==> src/rtl/seg7_capture.sv <==
// seg7_capture: receive-side monitor for a multiplexed 4-digit active-low
// seven-segment scan. The segment and anode lines are synchronized and each
// digit slot is debounced. Every digit is decoded and checked, and the
// reconstructed hh:mm is published as BCD and binary with a valid/error
// pulse for each frame. A stale flag shows when no frame has committed for a
// long time.
//
// Optional build macro SEG7_CAP_CONFIRM_EN: a good frame is published only
// if its digits repeat those of the previous good frame.
module seg7_capture #(
    parameter int unsigned SETTLE_CYCLES  = 16,
    parameter int unsigned TIMEOUT_CYCLES = 1_000_000
) (
    input  logic       clk_100MHz,
    input  logic       reset_n,
    input  logic [0:6] seg,
    input  logic [3:0] an,
    output logic [2:0] hrs_tens,
    output logic [3:0] hrs_ones,
    output logic [2:0] mins_tens,
    output logic [3:0] mins_ones,
    output logic [3:0] hours,
    output logic [5:0] minutes,
    output logic       frame_valid,
    output logic       frame_error,
    output logic       stale
);

    localparam int unsigned SW = $clog2(SETTLE_CYCLES);
    localparam int unsigned TW = $clog2(TIMEOUT_CYCLES + 1);
    localparam logic [SW-1:0] SETTLE_LAST = SW'(SETTLE_CYCLES - 1);
    localparam logic [TW-1:0] TIMEOUT_MAX = TW'(TIMEOUT_CYCLES);

    logic [0:6]    seg_s1, seg_s2, seg_q;
    logic [3:0]    an_s1, an_s2, an_q;
    logic          pair_change;

    logic [SW-1:0] settle_cnt;
    logic          cap_done;
    logic          capture;

    logic          slot_ok;
    logic [1:0]    slot_idx;
    logic [3:0]    dig_val;
    logic          dig_blank;
    logic          dig_bad;
    logic          dig_err;

    logic [3:0]    slot_val [4];
    logic [3:0]    slot_err;
    logic [3:0]    mask;
    logic          commit;

    logic [6:0]    hrs_bin;
    logic [5:0]    mins_bin;
    logic          good;
    logic          publish;

    logic [TW-1:0] tcnt;

    // Two-flop synchronizers, then one extra stage so the settled pair can be
    // compared with the previous one.
    always_ff @(posedge clk_100MHz or negedge reset_n) begin
        if (!reset_n) begin
            seg_s1 <= '0;
            seg_s2 <= '0;
            seg_q  <= '0;
            an_s1  <= '0;
            an_s2  <= '0;
            an_q   <= '0;
        end else begin
            seg_s1 <= seg;
            seg_s2 <= seg_s1;
            seg_q  <= seg_s2;
            an_s1  <= an;
            an_s2  <= an_s1;
            an_q   <= an_s2;
        end
    end

    assign pair_change = (an_s2 != an_q) || (seg_s2 != seg_q);

    // Map the active-low one-hot anode to a slot; anything else is idle.
    always_comb begin
        slot_ok  = 1'b1;
        slot_idx = 2'd0;
        case (an_q)
            4'b0111: slot_idx = 2'd0;
            4'b1011: slot_idx = 2'd1;
            4'b1101: slot_idx = 2'd2;
            4'b1110: slot_idx = 2'd3;
            default: slot_ok  = 1'b0;
        endcase
    end

    // Decode active-low abcdefg (seg[0] = a) into a digit, blank or illegal.
    always_comb begin
        dig_val   = '0;
        dig_blank = 1'b0;
        dig_bad   = 1'b0;
        case (seg_q)
            7'b0000001: dig_val   = 4'd0;
            7'b1001111: dig_val   = 4'd1;
            7'b0010010: dig_val   = 4'd2;
            7'b0000110: dig_val   = 4'd3;
            7'b1001100: dig_val   = 4'd4;
            7'b0100100: dig_val   = 4'd5;
            7'b0100000: dig_val   = 4'd6;
            7'b0001111: dig_val   = 4'd7;
            7'b0000000: dig_val   = 4'd8;
            7'b0000100: dig_val   = 4'd9;
            7'b1111111: dig_blank = 1'b1;
            default:    dig_bad   = 1'b1;
        endcase
    end

    // Slot legality: hours tens is blank or 1 only, and minutes tens is 0..5.
    always_comb begin
        dig_err = 1'b0;
        case (slot_idx)
            2'd0:    dig_err = dig_bad || !(dig_blank || (dig_val == 4'd1));
            2'd2:    dig_err = dig_bad || dig_blank || (dig_val > 4'd5);
            default: dig_err = dig_bad || dig_blank;
        endcase
    end

    assign capture = slot_ok && !cap_done && (settle_cnt == SETTLE_LAST);

    // Stability counter: restarts on any change or on idle, and saturates.
    // The done flag blocks a second capture of the same stable pair.
    always_ff @(posedge clk_100MHz or negedge reset_n) begin
        if (!reset_n) begin
            settle_cnt <= '0;
            cap_done   <= 1'b0;
        end else if (pair_change || !slot_ok) begin
            settle_cnt <= '0;
            cap_done   <= 1'b0;
        end else begin
            if (settle_cnt != SETTLE_LAST) begin
                settle_cnt <= settle_cnt + 1'b1;
            end
            if (capture) begin
                cap_done <= 1'b1;
            end
        end
    end

    assign commit = &mask;

    // Per-slot capture store. A recapture before completion overwrites the
    // slot. The commit cycle clears the mask and the error bits.
    always_ff @(posedge clk_100MHz or negedge reset_n) begin
        if (!reset_n) begin
            for (int unsigned i = 0; i < 4; i++) begin
                slot_val[i] <= '0;
            end
            slot_err <= '0;
            mask     <= '0;
        end else if (commit) begin
            slot_err <= '0;
            mask     <= '0;
        end else if (capture) begin
            slot_val[slot_idx] <= dig_val;
            slot_err[slot_idx] <= dig_err;
            mask[slot_idx]     <= 1'b1;
        end
    end

    assign hrs_bin  = 7'(slot_val[0]) * 7'd10 + 7'(slot_val[1]);
    assign mins_bin = 6'(slot_val[2]) * 6'd10 + 6'(slot_val[3]);
    assign good     = (slot_err == 4'b0000) && (hrs_bin >= 7'd1) && (hrs_bin <= 7'd12);

`ifdef SEG7_CAP_CONFIRM_EN
    logic [15:0] digits_now;
    logic [15:0] cand;
    logic        cand_valid;

    assign digits_now = {slot_val[0], slot_val[1], slot_val[2], slot_val[3]};
    assign publish    = good && cand_valid && (cand == digits_now);

    // Candidate frame: every good frame replaces it, and a bad frame drops it.
    always_ff @(posedge clk_100MHz or negedge reset_n) begin
        if (!reset_n) begin
            cand       <= '0;
            cand_valid <= 1'b0;
        end else if (commit) begin
            if (good) begin
                cand       <= digits_now;
                cand_valid <= 1'b1;
            end else begin
                cand_valid <= 1'b0;
            end
        end
    end
`else
    assign publish = good;
`endif

    // Frame commit: publish the time on a good frame, pulse an error otherwise.
    always_ff @(posedge clk_100MHz or negedge reset_n) begin
        if (!reset_n) begin
            hrs_tens    <= '0;
            hrs_ones    <= '0;
            mins_tens   <= '0;
            mins_ones   <= '0;
            hours       <= 4'd12;
            minutes     <= '0;
            frame_valid <= 1'b0;
            frame_error <= 1'b0;
        end else begin
            frame_valid <= 1'b0;
            frame_error <= 1'b0;
            if (commit && publish) begin
                hrs_tens    <= slot_val[0][2:0];
                hrs_ones    <= slot_val[1];
                mins_tens   <= slot_val[2][2:0];
                mins_ones   <= slot_val[3];
                hours       <= hrs_bin[3:0];
                minutes     <= mins_bin;
                frame_valid <= 1'b1;
            end
            if (commit && !good) begin
                frame_error <= 1'b1;
            end
        end
    end

    // Timeout counter: any commit clears it and wins over saturation.
    always_ff @(posedge clk_100MHz or negedge reset_n) begin
        if (!reset_n) begin
            tcnt <= '0;
        end else if (commit) begin
            tcnt <= '0;
        end else if (tcnt != TIMEOUT_MAX) begin
            tcnt <= tcnt + 1'b1;
        end
    end

    assign stale = (tcnt == TIMEOUT_MAX);

endmodule
==> config.mk <==
export PLATFORM = sky130hd
export DESIGN_NAME = seg7_capture
export DESIGN_NICKNAME = d
export VERILOG_FILES = /design/src/rtl/seg7_capture.sv
export SDC_FILE = /design/constraint.sdc
export NUM_CORES = 1
export LEC_CHECK = 0
export ABC_AREA = 0
export ABC_CLOCK_PERIOD_IN_PS = 3900
export CAP_MARGIN = 20
export CORE_AREA = 4 4 109 111
export CTS_BUF_LIST = sky130_fd_sc_hd__clkbuf_16
export DETAILED_ROUTE_END_ITERATION = 10
export DIE_AREA = 0 0 113 115
export PLACE_DENSITY_LB_ADDON = 0.1
export SETUP_SLACK_MARGIN = 0.4
export SLEW_MARGIN = 30
export SYNTH_ARGS = -nofsm -noshare
export SYNTH_HDL_FRONTEND = slang
export SYNTH_SLANG_ARGS = --single-unit
==> constraint.sdc <==
create_clock -name clk_100MHz -period 3.9 [get_ports clk_100MHz]
set_clock_uncertainty 0.1 [all_clocks]
set_input_delay 0.39 -clock clk_100MHz [delete_from_list [all_inputs] [get_ports clk_100MHz]]
set_output_delay 0.39 -clock clk_100MHz [all_outputs]
set_load 0.01 [all_outputs]
# Word level (Yosys, flattened, before mapping)
# Index checks and enable logic that the tools add are counted.
# totals
regBits,108
word_cells,114
input_bits,13
out_inout_bits,27
# classes
addsub,4
order_cmp,7
n_reduce_logical,29
n_mux,24
mul,2
n_eq_ne,22
bitwise,3
# ops
cell,n
$mux 20,2
$pmux 4 s9,1
$mux 4,7
$eq 7x7->1 const B,3
$add 20x1->20 const B,1
$eq 20x20->1 const B,1
$ne 20x20->1 const B,1
$bwmux 16,1
$eq 4x4->1 const B,4
$eq 7x3->1 const B,2
$eq 7x6->1 const B,2
$reduce_or 11->1,1
$demux 4 s2,1
$logic_and 1x1->1,8
$mux 1,8
$reduce_bool 2->1,4
$add 7x4->7,1
$eq 7x1->1 const B,1
$eq 7x4->1 const B,1
$eq 7x5->1 const B,1
$ge 7x1->1 const B,1
$le 7x4->1 const B,1
$logic_not 7->1,1
$ne 7x7->1,1
other kinds (28),36

# Longest topological paths before layout
# logic_depth
word_depth,10
ltp_mapped,9
depth_no_buf,8

# Least setup slack after synthesis
# Ideal clock, no wire load.
# synth_timing
kind,register -> register
startpoint,register slot_val[13] (netlist bit)
endpoint,register hours[1]
t_required_ns,3.675
synth_period_minus_slack_ns,2.930
slack_ns,0.970
setup_ns,0.125
arrival_time_ns,2.705
path_stages_with_launch,10
path_buffers,1
cell_sequence,dfrtp_1 -> ha_1 -> ha_1 -> fa_1 -> or2_2 -> nor4b_1 -> a221o_1 -> nand4_2 -> buf_6 -> mux2_4
# synth_via
elab_chain_cells,6
elab_cells_between_ends,7
cone_classes,add/sub: 1; mul: 1; order compare: 2; reduce/logical: 3
# synth_rtl
item,line_no,source
from (decl),49,logic [3:0] slot_val [4];
"from (signal, indexed assignment)",163,slot_val[slot_idx] <= dig_val;
$mul 4x3->6 (*),169,assign hrs_bin = 7'(slot_val[0]) * 7'd10 + 7'(slot_val[1]);
$add 7x4->7 (*),169,
$ge 7x1->1,171,assign good = (slot_err == 4'b0000) && (hrs_bin >= 7'd1) && (hrs_bin <= 7'd12);
$logic_and 1x1->1,171,
$logic_and 1x1->1 (*),171,
$logic_and 1x1->1 (*),213,if (commit && publish) begin
to (signal assigned),218,hours <= hrs_bin[3:0];
to (decl),22,"output logic [3:0] hours,"
# Mark *: on every way between the ends. The rest lies on a longest branch, timed or not.
# A chain may end at the register's enable or synchronous reset.

# Worst setup path after layout
# layout_timing
startpoint,register slot_val[13] (netlist bit)
endpoint,register minutes[4]
# layout_via
elab_chain_cells,6
elab_cells_between_ends,7
cone_classes,add/sub: 1; mul: 1; order compare: 2; reduce/logical: 3
# layout_rtl
item,line_no,source
$mul 4x3->6 (*),169,
$add 7x4->7 (*),169,
$ge 7x1->1,171,
$logic_and 1x1->1,171,
$logic_and 1x1->1 (*),171,
$logic_and 1x1->1 (*),213,
to (signal assigned),219,minutes <= mins_bin;
to (decl),23,"output logic [5:0] minutes,"
# Marks and branches as above.

==> impl_results.md <==
- Crit path from: slot_val[13]$_DFFE_PN0P_
- Cell area power density: 373.4 mW/mm^2
- Die width: 113 um
- Final critical-path share of the clock period: 0.8076
- Routed WL: 8.320 mm
- Ys flop type: dfrtp_1
- Critical Path RT: 4.02 ns
- RSZ-0062 raised after global routing: false
- Overall die height: 115 um
- Worst min-delay path category: input pin to async pin
- Reg-to-reg slack, setup: 0.75 ns
- Number of port buffers: 39
- Die area: 0.01300 mm^2
- Global placement routability congestion: 0.7823
- Cells along the critical path: ha_1 > ha_1 > fa_1 > or2_2 > nor4b_1 > a221o_1 > nand4_2 > buf_4 > mux2_4
- Number of inserted diodes: 0
- Post-cts hold buffer count: 0
- Max Fclk: 317.5 MHz
- FF-to-FF Start: slot_val[13]$_DFFE_PN0P_
- Switching component of the power: 0.0004567 W
- Drt first pass iters: 4
- Fraction of registers with async set or reset after synthesis: 1.000
- WL per Instance: 14.47 um
- Violations in the final reports: negative hold slack
- Sequential share of power: 0.542
- Count of cells along the worst register-to-register path: 9
- Classification of the worst setup path: flip-flop to flip-flop
- Flop and latch count out of synthesis: 106
- Remaining global-route overflow: 0
- Number of endpoints with negative hold slack in the final report: 66
- Largest net degree at the start of global routing: 70
- Worst setup timing slack at the placement stage: 0.7349 ns
- Post-route worst setup slack: 0.7502 ns
- Syn Inst Count: 394
- Run status: finished, violations left
- Arrival time of data at the critical path endpoint: 3.27 ns
- HPWL after detailed placement: 5.899 mm
- Fraction of power consumed by combinational cells: 0.028
- Standard-cell rows: 38
- DRC viols: 0
- All-Layer GR Usage: 0.1388
- Growth of design area from synthesis to finish: 16.55%
- Antenna-violating nets left: 0
- Clock Tree Buf Depth: 2
- Final sum of negative setup slack: 0 ns
- Global-route wire length before repair: 14.57 mm
- Final number of setup-violating endpoints: 0
- Startpoint kind of the worst setup timing path: flip-flop
- Register area share after synthesis: 0.5515
- LEAKAGE: 2.550 nW
- Core Region: 0.01079 mm^2
- Int Pwr: 0.001639 W
- Worst hold slack after final layout: -0.06381 ns
- Max-slew violation count: 0
- Drt initial violations: 164
- Net count, final: 462
- Number of buffers added by the clock tree synthesis step: 9
- Cell with the most instances on the worst path: ha_1
- Critical-path maximum fanout: 22
- Design area: 0.005612 mm^2
- Setup Buffers After CTS: 0
- Number of primary I/O pins: 40
- Effective utilization at floorplan: 0.4461
- Area after DPL: 0.005316 mm^2
- Portion of total power attributed to the clock network: 0.430
- Via count: 2963
- Clock-pin slew on the worst setup and hold paths: 0.07 ns
- Actual slew at the worst max-slew pin: 0.7532 ns
- Via count of the first global-routing pass: 2915
- CTS tree: built
- End of the worst register-to-register path: minutes[4]$_DFFE_PN0P_
- Worst stage delay on the critical path: 0.47 ns
- Fraction of final layout cells with drive strength greater than 1: 0.1517
- Syn Nets: 425
- Crit end category: flip-flop
- Yosys warning count: 0
- Worst ir drop on vdd: 0.0001930 V
- Cell area after synthesis: 0.004815 mm^2
- Clk Latency, worst-skew pair: 0.34 ns
- Clock tree root buffer cell: clkbuf_16
- Post-cts repair resize count: 0
- Post-layout min period: 3.150 ns
- Number of H-tree levels: 3
- Mean number of vias per cell: 5.153
- Switching share of power: 0.2180
- Avg Inst Size Synth: 12.22 um^2
- Count of different cell masters after synthesis: 54
- Highest-delay cell along the critical path: fa_1
- Slew headroom: 0.4933
- Clock sinks: 106
- Initial antenna violation count: 0
- EDFF count, synth: 0
- # Max-Cap Violations: 0
-- routing by layer --
metal | GRT usage | share of wire | up-vias
met5 | 0 | 0 | -
met2 | 0.2224 | 0.47 | 48
met3 | 0.03263 | 0.042 | 11
met1 | 0.1883 | 0.47 | 1454
li1 | - | - | 1450
met4 | 0.04407 | 0.017 | 0
-- cells by family (layout without fill, tap and decap cells) --
group | count (synthesis) | after routing | synth area share
and+or+nand+nor | 124 | 124 | 0.1372
buffers and inverters | 30 | 71 | 0.02832
muxes | 40 | 40 | 0.1065
AOI/OAI and AO/OA | 37 | 37 | 0.05406
adders and majority gates | 18 | 18 | 0.05146
xor gates and xnor gates | 39 | 39 | 0.07095
DFF | 106 | 106 | 0.5515
-- power by group through the flow --
| stage | Combinational, W | Sequential [W] | Clock, W |
|---|---|---|---|
| after floorplan | 0.0000322 | 0.00114 | 0 |
| after global placement | 0.0000593 | 0.00116 | 0 |
| after detailed placement | 0.0000603 | 0.00116 | 0 |
| after CTS | 0.0000603 | 0.00114 | 0.000926 |
| after global routing | 0.0000675 | 0.00114 | 0.000979 |
| final | 0.0000579 | 0.00114 | 0.000901 |
-- registers in the layout (all words and copies together), names as in the netlist --
signal,count
mins_tens,3
frame_valid,1
slot_val,16
tcnt,20
an_s2,4
an_q,4
hours,3
slot_err,4
mask,4
seg_q,7
mins_ones,4
an_s1,4
frame_error,1
seg_s1,7
cap_done,1
minutes,5
settle_cnt,4
hrs_ones,4
seg_s2,7
hrs_tens,3
-- cell usage in the layout (no fill, tap or decap), types with 9 or more instances in the layout --
cell             count
a21oi_1             11
clkbuf_16            9
clkdlybuf4s50_1     38
dfrtp_1            104
ha_1                15
inv_1               14
mux2_2              18
mux2_4              18
nand2_1             11
nand3_1             15
nor2_1              45
nor3_1              10
xnor2_1             14
xor2_1              25
-- Yosys cell counts, types with 5 or more instances --
| cell | number | share of area |
|---|---|---|
| nand4b_1 | 5 | 0.0091 |
| xnor2_1 | 14 | 0.025 |
| inv_1 | 14 | 0.011 |
| mux2_4 | 18 | 0.056 |
| dfrtp_1 | 104 | 0.54 |
| nor4_1 | 6 | 0.0078 |
| clkbuf_1 | 9 | 0.0070 |
| a21oi_1 | 11 | 0.011 |
| nor3_1 | 10 | 0.010 |
| nand4_1 | 5 | 0.0065 |
| o21ai_0 | 7 | 0.0073 |
| nand2_1 | 11 | 0.0086 |
| xor2_1 | 25 | 0.045 |
| mux2_2 | 18 | 0.042 |
| ha_1 | 15 | 0.039 |
| nand3_1 | 15 | 0.016 |
| nor2_1 | 45 | 0.035 |
-- per-stage QoR --
stage               std cells  hold WS [ns]  power (W)  utilization
floorplan                 394     -0.005591   0.001176            -
global placement          560        0.2338   0.001216       0.4926
global route              575    0.00003575   0.002186       0.5199
detailed placement        560        0.2379   0.001218       0.4926
CTS                       575        0.1023   0.002122       0.5196
finish                    575      -0.06381   0.002095       0.5199
-- critical path: cells and delay by family (launching register included) --
kind | cells | cell delay [ns]
flip-flops | 1 | 0.43
multiplexers | 1 | 0.33
buffers and inverters | 1 | 0.27
AND/OR/NAND/NOR | 3 | 0.69
adder cells (fa/ha/maj) | 3 | 0.99
AO/OA/AOI/OAI | 1 | 0.21
-- how the worst max path moves through the flow --
stage | end | slack [ns] | cells after the start
after global placement | mins_ones[0]$_DFFE_PN0P_ | 0.84 | 9
after detailed placement | mins_tens[0]$_DFFE_PN0P_ | 0.73 | 9
after floorplan | hours[1]$_DFFE_PN0P_ | 0.97 | 9
after CTS | minutes[4]$_DFFE_PN0P_ | 0.73 | 9
final | minutes[4]$_DFFE_PN0P_ | 0.75 | 9
after global routing | minutes[3]$_DFFE_PN0P_ | 0.59 | 9
-- layout make-up --
type | count | area (um^2)
fill | 939 | 5181
sequential | 106 | 2655
multi-input combinational | 258 | 2023
timing repair buffer | 42 | 414.1
clock buffer | 9 | 225.2
tap | 140 | 175.2
clock inverter | 6 | 66.31
inverter | 14 | 52.55
No activity file was read; power rests on OpenSTA's default activity.
